<file path="src/rtl/axi_cfg_slave_pkg.sv">
// Shared constants and types for the AXI4 configuration responder.
package axi_cfg_slave_pkg;

    localparam logic [1:0] AXI_RESP_OKAY_C   = 2'b00;
    localparam logic [1:0] AXI_RESP_SLVERR_C = 2'b10;

    typedef enum logic {
        RD_IDLE,
        RD_BURST
    } rd_state_t;

endpackage

</file>
<file path="src/rtl/axi_cfg_slave_rd.sv">
// Read side of the config responder: AR capture, incrementing burst walk, R channel.
// state    | meaning
// RD_IDLE  | arready high, waiting for an AR handshake
// RD_BURST | rvalid high, presenting beats until the rlast beat is accepted
module axi_cfg_slave_rd
    import axi_cfg_slave_pkg::*;
#(
    parameter int AXI4_ID_WIDTH_P   = 2,
    parameter int AXI4_ADDR_WIDTH_P = 16,
    parameter int AXI4_DATA_WIDTH_P = 32,
    parameter int AXI4_STRB_WIDTH_P = AXI4_DATA_WIDTH_P / 8,
    parameter int NR_OF_REGS_P      = 16
) (
    input  logic                                      clk,
    input  logic                                      rst_n,
    input  logic [NR_OF_REGS_P*AXI4_DATA_WIDTH_P-1:0] cfg_registers,
    input  logic [AXI4_ID_WIDTH_P-1:0]                arid,
    input  logic [AXI4_ADDR_WIDTH_P-1:0]              araddr,
    input  logic [7:0]                                arlen,
    input  logic                                      arvalid,
    output logic                                      arready,
    output logic [AXI4_ID_WIDTH_P-1:0]                rid,
    output logic [AXI4_DATA_WIDTH_P-1:0]              rdata,
    output logic [1:0]                                rresp,
    output logic                                      rlast,
    output logic                                      rvalid,
    input  logic                                      rready
);

    localparam int IDX_SHIFT_C = $clog2(AXI4_STRB_WIDTH_P);

    rd_state_t                      state_q, state_d;
    logic [AXI4_ADDR_WIDTH_P-1:0]   idx_q, idx_d;
    logic [7:0]                     cnt_q, cnt_d;
    logic [AXI4_ID_WIDTH_P-1:0]     rid_q, rid_d;
    logic [AXI4_DATA_WIDTH_P-1:0]   rdata_q, rdata_d;
    logic [1:0]                     rresp_q, rresp_d;
    logic                           rlast_q, rlast_d;
    logic                           rvalid_q, rvalid_d;
    logic                           arready_q, arready_d;

    // Out-of-range indices read as zero; the caller supplies the error response.
    function automatic logic [AXI4_DATA_WIDTH_P-1:0] reg_word(
        input logic [NR_OF_REGS_P*AXI4_DATA_WIDTH_P-1:0] regs,
        input logic [AXI4_ADDR_WIDTH_P-1:0]              idx
    );
        logic [AXI4_DATA_WIDTH_P-1:0] w;
        w = '0;
        for (int i = 0; i < NR_OF_REGS_P; i++) begin
            if (idx == AXI4_ADDR_WIDTH_P'(i)) begin
                w = regs[i*AXI4_DATA_WIDTH_P +: AXI4_DATA_WIDTH_P];
            end
        end
        return w;
    endfunction

    function automatic logic [1:0] beat_resp(input logic [AXI4_ADDR_WIDTH_P-1:0] idx);
        return (idx < AXI4_ADDR_WIDTH_P'(NR_OF_REGS_P)) ? AXI_RESP_OKAY_C : AXI_RESP_SLVERR_C;
    endfunction

    always_ff @(posedge clk or negedge rst_n) begin
        if (!rst_n) begin
            state_q   <= RD_IDLE;
            idx_q     <= '0;
            cnt_q     <= '0;
            rid_q     <= '0;
            rdata_q   <= '0;
            rresp_q   <= AXI_RESP_OKAY_C;
            rlast_q   <= 1'b0;
            rvalid_q  <= 1'b0;
            arready_q <= 1'b0;
        end else begin
            state_q   <= state_d;
            idx_q     <= idx_d;
            cnt_q     <= cnt_d;
            rid_q     <= rid_d;
            rdata_q   <= rdata_d;
            rresp_q   <= rresp_d;
            rlast_q   <= rlast_d;
            rvalid_q  <= rvalid_d;
            arready_q <= arready_d;
        end
    end

    always_comb begin
        state_d  = state_q;
        idx_d    = idx_q;
        cnt_d    = cnt_q;
        rid_d    = rid_q;
        rdata_d  = rdata_q;
        rresp_d  = rresp_q;
        rlast_d  = rlast_q;
        rvalid_d = rvalid_q;
        unique case (state_q)
            RD_IDLE: begin
                if (arvalid && arready_q) begin
                    idx_d    = araddr >> IDX_SHIFT_C;
                    cnt_d    = arlen;
                    rid_d    = arid;
                    rdata_d  = reg_word(cfg_registers, idx_d);
                    rresp_d  = beat_resp(idx_d);
                    rlast_d  = (arlen == 8'd0);
                    rvalid_d = 1'b1;
                    state_d  = RD_BURST;
                end
            end
            RD_BURST: begin
                if (rvalid_q && rready) begin
                    if (cnt_q != 8'd0) begin
                        // Next beat samples the registers at this edge, so a beat
                        // already on the bus keeps its value across a write.
                        idx_d   = idx_q + AXI4_ADDR_WIDTH_P'(1);
                        cnt_d   = cnt_q - 8'd1;
                        rdata_d = reg_word(cfg_registers, idx_d);
                        rresp_d = beat_resp(idx_d);
                        rlast_d = (cnt_q == 8'd1);
                    end else begin
                        rvalid_d = 1'b0;
                        rlast_d  = 1'b0;
                        state_d  = RD_IDLE;
                    end
                end
            end
            default: state_d = RD_IDLE;
        endcase
        arready_d = (state_d == RD_IDLE);
    end

    assign arready = arready_q;
    assign rid     = rid_q;
    assign rdata   = rdata_q;
    assign rresp   = rresp_q;
    assign rlast   = rlast_q;
    assign rvalid  = rvalid_q;

endmodule

</file>
<file path="src/rtl/axi_cfg_slave.sv">
// AXI4 configuration responder: single-beat writes into a register array, burst reads
// through the read sub-module, with flat register contents and per-register write strobes.
module axi_cfg_slave
    import axi_cfg_slave_pkg::*;
#(
    parameter int AXI4_ID_WIDTH_P   = 2,
    parameter int AXI4_ADDR_WIDTH_P = 16,
    parameter int AXI4_DATA_WIDTH_P = 32,
    parameter int AXI4_STRB_WIDTH_P = AXI4_DATA_WIDTH_P / 8,
    parameter int NR_OF_REGS_P      = 16
) (
    input  logic                                      clk,
    input  logic                                      rst_n,
    input  logic [AXI4_ID_WIDTH_P-1:0]                awid,
    input  logic [AXI4_ADDR_WIDTH_P-1:0]              awaddr,
    input  logic                                      awvalid,
    output logic                                      awready,
    input  logic [AXI4_DATA_WIDTH_P-1:0]              wdata,
    input  logic [AXI4_STRB_WIDTH_P-1:0]              wstrb,
    input  logic                                      wlast,
    input  logic                                      wvalid,
    output logic                                      wready,
    output logic [AXI4_ID_WIDTH_P-1:0]                bid,
    output logic [1:0]                                bresp,
    output logic                                      bvalid,
    input  logic                                      bready,
    input  logic [AXI4_ID_WIDTH_P-1:0]                arid,
    input  logic [AXI4_ADDR_WIDTH_P-1:0]              araddr,
    input  logic [7:0]                                arlen,
    input  logic                                      arvalid,
    output logic                                      arready,
    output logic [AXI4_ID_WIDTH_P-1:0]                rid,
    output logic [AXI4_DATA_WIDTH_P-1:0]              rdata,
    output logic [1:0]                                rresp,
    output logic                                      rlast,
    output logic                                      rvalid,
    input  logic                                      rready,
    output logic [NR_OF_REGS_P*AXI4_DATA_WIDTH_P-1:0] cfg_registers,
    output logic [NR_OF_REGS_P-1:0]                   cfg_wr_pulse
);

    localparam int IDX_SHIFT_C = $clog2(AXI4_STRB_WIDTH_P);
    localparam int BYTE_W_C    = AXI4_DATA_WIDTH_P / AXI4_STRB_WIDTH_P;

    logic [AXI4_DATA_WIDTH_P-1:0]  regs_q [NR_OF_REGS_P];
    logic [NR_OF_REGS_P-1:0]       wr_pulse_q;
    logic                          awready_q, wready_q, bvalid_q;
    logic                          aw_held_q, w_held_q;
    logic [AXI4_ID_WIDTH_P-1:0]    awid_q, bid_q;
    logic [AXI4_ADDR_WIDTH_P-1:0]  aw_idx_q;
    logic [AXI4_DATA_WIDTH_P-1:0]  wdata_q;
    logic [AXI4_STRB_WIDTH_P-1:0]  wstrb_q;
    logic [1:0]                    bresp_q;

    logic                          aw_hs, w_hs, b_hs, commit, c_ok;
    logic                          aw_held_d, w_held_d, bvalid_d;
    logic [AXI4_ID_WIDTH_P-1:0]    c_id;
    logic [AXI4_ADDR_WIDTH_P-1:0]  c_idx;
    logic [AXI4_DATA_WIDTH_P-1:0]  c_data;
    logic [AXI4_STRB_WIDTH_P-1:0]  c_strb;

    logic unused_wlast;
    assign unused_wlast = wlast;

    // The commit uses the live channel payload when that channel completes this cycle.
    always_comb begin
        aw_hs     = awvalid && awready_q;
        w_hs      = wvalid && wready_q;
        b_hs      = bvalid_q && bready;
        commit    = (aw_held_q || aw_hs) && (w_held_q || w_hs);
        c_id      = aw_hs ? awid : awid_q;
        c_idx     = aw_hs ? (awaddr >> IDX_SHIFT_C) : aw_idx_q;
        c_data    = w_hs ? wdata : wdata_q;
        c_strb    = w_hs ? wstrb : wstrb_q;
        c_ok      = (c_idx < AXI4_ADDR_WIDTH_P'(NR_OF_REGS_P));
        aw_held_d = !commit && (aw_held_q || aw_hs);
        w_held_d  = !commit && (w_held_q || w_hs);
        bvalid_d  = commit || (bvalid_q && !b_hs);
    end

    always_ff @(posedge clk or negedge rst_n) begin
        if (!rst_n) begin
            for (int i = 0; i < NR_OF_REGS_P; i++) begin
                regs_q[i] <= '0;
            end
            wr_pulse_q <= '0;
            awready_q  <= 1'b0;
            wready_q   <= 1'b0;
            bvalid_q   <= 1'b0;
            aw_held_q  <= 1'b0;
            w_held_q   <= 1'b0;
            awid_q     <= '0;
            bid_q      <= '0;
            aw_idx_q   <= '0;
            wdata_q    <= '0;
            wstrb_q    <= '0;
            bresp_q    <= AXI_RESP_OKAY_C;
        end else begin
            wr_pulse_q <= '0;
            aw_held_q  <= aw_held_d;
            w_held_q   <= w_held_d;
            bvalid_q   <= bvalid_d;
            // Readies stay low from capture until the write response is taken.
            awready_q  <= !aw_held_d && !bvalid_d;
            wready_q   <= !w_held_d && !bvalid_d;
            if (aw_hs) begin
                awid_q   <= awid;
                aw_idx_q <= awaddr >> IDX_SHIFT_C;
            end
            if (w_hs) begin
                wdata_q <= wdata;
                wstrb_q <= wstrb;
            end
            if (commit) begin
                bid_q   <= c_id;
                bresp_q <= c_ok ? AXI_RESP_OKAY_C : AXI_RESP_SLVERR_C;
                for (int i = 0; i < NR_OF_REGS_P; i++) begin
                    if (c_ok && c_idx == AXI4_ADDR_WIDTH_P'(i)) begin
                        wr_pulse_q[i] <= 1'b1;
                        for (int b = 0; b < AXI4_STRB_WIDTH_P; b++) begin
                            if (c_strb[b]) begin
                                regs_q[i][b*BYTE_W_C +: BYTE_W_C] <= c_data[b*BYTE_W_C +: BYTE_W_C];
                            end
                        end
                    end
                end
            end
        end
    end

    for (genvar g = 0; g < NR_OF_REGS_P; g++) begin : g_flat
        assign cfg_registers[g*AXI4_DATA_WIDTH_P +: AXI4_DATA_WIDTH_P] = regs_q[g];
    end

    assign cfg_wr_pulse = wr_pulse_q;
    assign awready      = awready_q;
    assign wready       = wready_q;
    assign bvalid       = bvalid_q;
    assign bid          = bid_q;
    assign bresp        = bresp_q;

    axi_cfg_slave_rd #(
        .AXI4_ID_WIDTH_P   (AXI4_ID_WIDTH_P),
        .AXI4_ADDR_WIDTH_P (AXI4_ADDR_WIDTH_P),
        .AXI4_DATA_WIDTH_P (AXI4_DATA_WIDTH_P),
        .AXI4_STRB_WIDTH_P (AXI4_STRB_WIDTH_P),
        .NR_OF_REGS_P      (NR_OF_REGS_P)
    ) u_rd (
        .clk           (clk),
        .rst_n         (rst_n),
        .cfg_registers (cfg_registers),
        .arid          (arid),
        .araddr        (araddr),
        .arlen         (arlen),
        .arvalid       (arvalid),
        .arready       (arready),
        .rid           (rid),
        .rdata         (rdata),
        .rresp         (rresp),
        .rlast         (rlast),
        .rvalid        (rvalid),
        .rready        (rready)
    );

endmodule

</file>
<file path="config.mk">
export PLATFORM = sky130hd
export DESIGN_NAME = axi_cfg_slave
export DESIGN_NICKNAME = d
export VERILOG_FILES = /design/src/rtl/axi_cfg_slave_pkg.sv /design/src/rtl/axi_cfg_slave_rd.sv /design/src/rtl/axi_cfg_slave.sv
export SDC_FILE = /design/constraint.sdc
export NUM_CORES = 1
export LEC_CHECK = 0
export ABC_CLOCK_PERIOD_IN_PS = 3010
export CAP_MARGIN = 20
export CELL_PAD_IN_SITES_DETAIL_PLACEMENT = 1
export CELL_PAD_IN_SITES_GLOBAL_PLACEMENT = 1
export CORE_MARGIN = 2
export CORE_UTILIZATION = 38
export DETAILED_ROUTE_END_ITERATION = 16
export GPL_TIMING_DRIVEN = 0
export PLACE_DENSITY = 0.79
export SLEW_MARGIN = 20
export SYNTH_ARGS = -nofsm -noshare
export SYNTH_HDL_FRONTEND = slang
export SYNTH_HIERARCHICAL = 1
export SYNTH_SLANG_ARGS = --single-unit
</file>
<file path="constraint.sdc">
create_clock -name clk -period 3.01 [get_ports clk]
set_clock_uncertainty 0.2 [all_clocks]
set_input_delay 0.602 -clock clk [delete_from_list [all_inputs] [get_ports clk]]
set_output_delay 0.602 -clock clk [all_outputs]
set_load 0.02 [all_outputs]
</file>
==> metrics.csv <==
stage,metric,value,unit
outcome,status,"complete, but fails checks",
outcome,violations,setup timing,
critical_path,critPathCaptureType,register,
placement,io_buffers,654,
synth,synthArstFlopShare,100,%
timing,maxSlewViolCount,0,
floorplan,dieArea,98400,um2
global_route,track_usage,44.8,%
final_layout,syn_to_final_growth,41.4,%
synth,synthFlopType,dfrtp_1,
synth,synth-compound-area-share,19.2,%
routing,wl_per_cell,40.9,um
synth,yosys_warnings,6,
synth,synth_top_area_cell,dfrtp_1,
timing,setup_violations,42,
floorplan,start_util,38.4,%
timing,fmax,278,MHz
cts,path_clk_slew,60,ps
floorplan,num_rows,113,
synth,synth_top_area_share,44.8,%
synth,synth_enable_flop_cells,0,
critical_path,cp_slowest_cell,clkdlybuf4s50_1,
cts,cts_htree_levels,3,
synth,muxShareOfSynthArea,20.0,%
cts,cts_sinks,653,
job,maxCapViolCount,0,
synth,synth_top_family_by_area,multiplexers,
pwr,power_leakage,0.0228,uW
critical_path,crit_buf_inv,3,
synth,yosysUniqueCellTypes,107,
cts,clk_path_buf_depth,3,
critical_path,crit_arrival,3940,ps
timing,fin_ws,-589,ps
placement,dpl.hpwl,174000,um
routing,drcViolationCount,0,
timing,tightest_slew,1110,ps
critical_path,crit_chain,clkdlybuf4s50_1 -> clkbuf_2 -> nor2b_4 -> and4_4 -> nand2_1 -> clkbuf_2 -> o21ai_0 -> o211ai_1 -> a22oi_1 -> o21ai_1,
final_layout,nets,4363,
routing,dr.pass1.iters,9,
synth,syn_inst,3396,
final_layout,fin_cells,5605,
synth,yosysSeqAreaShare,44.8,%
timing,finalCritPeriodShare,120,%
synth,synth_fa_ha_area_share,0.275,%
pwr,peakVddDrop,0.556,mV
timing,fin_crit,3600,ps
timing,slew_headroom,25.9,%
synth,synthSimpleGateAreaFrac,12.0,%
pwr,pwr_density_cell,733,nW/um2
routing,vias,38200,
critical_path,cpLargestDelayFamily,buffers and inverters,
placement,finalWeightedCongestion,1.03,
synth,yosys-top-cells-area,"dfrtp_1 45%, mux2_2 15%, o21ai_0 3.5%",
global_route,antenna_found_initial,7,
min_path,min_path_type,in -> async,
cts,cts_buffers,78,
critical_path,startpoint_type,input port,
placement,dpl.cell_count,5325,
cts,clockRootBuffer,clkbuf_16,
placement,place_ws,-2760,ps
routing,antenna_left,0,
cts,cts_tree,built,
routing,drt-initial-drc-count,5977,
critical_path,crit_path_frequent_cell,clkbuf_2,
synth,postSynthAreaPerCell,10.7,um2
routing,routed_wl,229000,um
critical_path,critPathMaxFanout,10,
critical_path,crit_type,in -> reg,
synth,synth-xor-area-share,0.254,%
floorplan,boundaryPins,662,
timing,hold_violations,0,
floorplan,fp.dieH,314,um
pwr,total_power,37800,uW
critical_path,crit_required,3350,ps
global_route,grt_pass1_wl,308000,um
synth,syn-cell-area,36500,um2
timing,whs,260,ps
final_layout,drive_gt1_share,30.8,%
global_route,grt_max_degree,100,
floorplan,core,95000,um2
cts,clock_latency,680,ps
floorplan,die_w,314,um
critical_path,max_stage_delay,580,ps
timing,grt_setup_unrepaired,yes,
global_route,overflow,0,
global_route,first_global_vias,37800,
synth,synth_fp_nets,3492,
routing,via_per_inst,6.81,
synth,ys_ff_latch,653,
-- power by group --
group | internal (uW) | total, uW | leakage, uW | switching (uW)
clock network | 5910 | 10200 | 0.00131 | 4280
registers | 9490 | 10200 | 0.00892 | 681
logic | 5130 | 17400 | 0.0126 | 12300
-- worst register-to-register path, cell delays in order (launching register included) --
cell       delay (ps)
dfrtp_2           450
buf_4             160
and4_1            220
a2111oi_0         530
a31o_2            270
nand3_4           170
buf_12            200
buf_6             130
nor2_4            240
buf_8             200
o211ai_1          220
a31oi_2           350
o22a_1            170
-- final timing paths --
kind	from	end	slack [ps]	cells after the start
worst max-delay path	araddr[4]	u_rd/rdata[29]$_DFFE_PN0P_	-590	10
worst min-delay path	rst_n	u_rd/rid[0]$_DFFE_PN0P_	260	2
max in group asynchronous	rst_n	cfg_registers[111]$_DFFE_PN0P_	620	5
worst max register to register	u_rd/idx_q[0]$_DFFE_PN0P_	u_rd/rdata[3]$_DFFE_PN0P_	-560	12
min in group clk	arid[0]	u_rd/rid[0]$_DFFE_PN0P_	260	3
worst min register to register	w_held_q$_DFF_PN0_	wready$_DFF_PN0_	270	1
-- flip-flops by register name, indices dropped and copies added (netlist names), 2 cells and up --
register       cells
awid_q             2
cfg_registers    512
wstrb_q            4
wdata_q           32
u_rd/cnt_q         8
u_rd/rid           2
u_rd/idx_q        16
cfg_wr_pulse      16
aw_idx_q          16
bid                2
u_rd/rdata        32
-- per-stage QoR --
| step | TNS (ps) | utilization (%) | cell area [um2] |
|---|---|---|---|
| final | -14770 | 54.3 | 51600 |
| after global routing | -15560 | 54.2 | 51500 |
| after CTS | -9710 | 52.8 | 50200 |
| after detailed placement | -662750 | 47.2 | 44900 |
| after global placement | - | 46.9 | 44600 |
| after floorplan | -52.1 | - | 36500 |
-- cell type report --
cell class	count	area (um2)
sequential	653	16300
tap	1265	1580
fill	9987	43500
multi-input combinational	2444	20600
timing repair buffer	808	8400
inverter	30	126
clock buffer	109	2280
antenna	11	27.5
clock inverter	33	390
buffer	252	1840
-- synthesized netlist by cell type, types with 23 or more instances --
cell type / n
o21ai_1: 23
mux2i_1: 57
buf_1: 31
a221oi_1: 44
nand4_1: 30
a31oi_1: 45
o21ai_0: 253
a22oi_1: 69
clkbuf_1: 182
nand2_1: 279
o22ai_1: 84
a21oi_1: 141
nor2_1: 179
nor2_8: 40
o211ai_1: 57
o22a_1: 28
o221ai_1: 30
mux2_1: 48
mux2_2: 479
nor3_1: 31
buf_2: 46
inv_1: 28
dfrtp_1: 653
nand3_1: 48
mux2_4: 32
-- layout by cell type, fill, tap and decap left out, drive strengths merged, types with 50 or more instances in the layout --
master         instances
a21oi                142
a22oi                 69
buf                  248
clkbuf               267
clkdlybuf4s50        652
dfrtp                653
mux2                 559
mux2i                 58
nand2                281
nand3                 50
nor2                 228
o211ai                59
o21ai                276
o22ai                 84
-- per-layer routing --
metal | track usage, % | up-vias | routed length [um]
met5 | 0 | - | 36
met2 | 65.5 | 3176 | 96500
met1 | 55.1 | 19400 | 84300
li1 | - | 14700 | -
met4 | 31.7 | 6 | 20100
met3 | 15.4 | 890 | 28400
-- logic make-up (layout without fill, tap and decap cells) --
kind of cell | after synthesis | in the layout
buffers and inverters | 300 | 1232
adder cells (fa/ha/maj) | 8 | 8
flip-flops | 653 | 653
other | 2 | 13
XOR/XNOR | 8 | 9
AND/OR/NAND/NOR | 777 | 777
multiplexers | 630 | 630
AO/OA/AOI/OAI | 1018 | 1018
-- repair_timing --
item,CTS,global route
gates resized for setup,576,196
gates cloned,6,3
endpoints found under the setup margin,579,519
buffers inserted,73,64
pin swaps,86,85
hold buffers,1,0
hold endpoints to repair,52,0
Power figures use the tool's default switching activity.
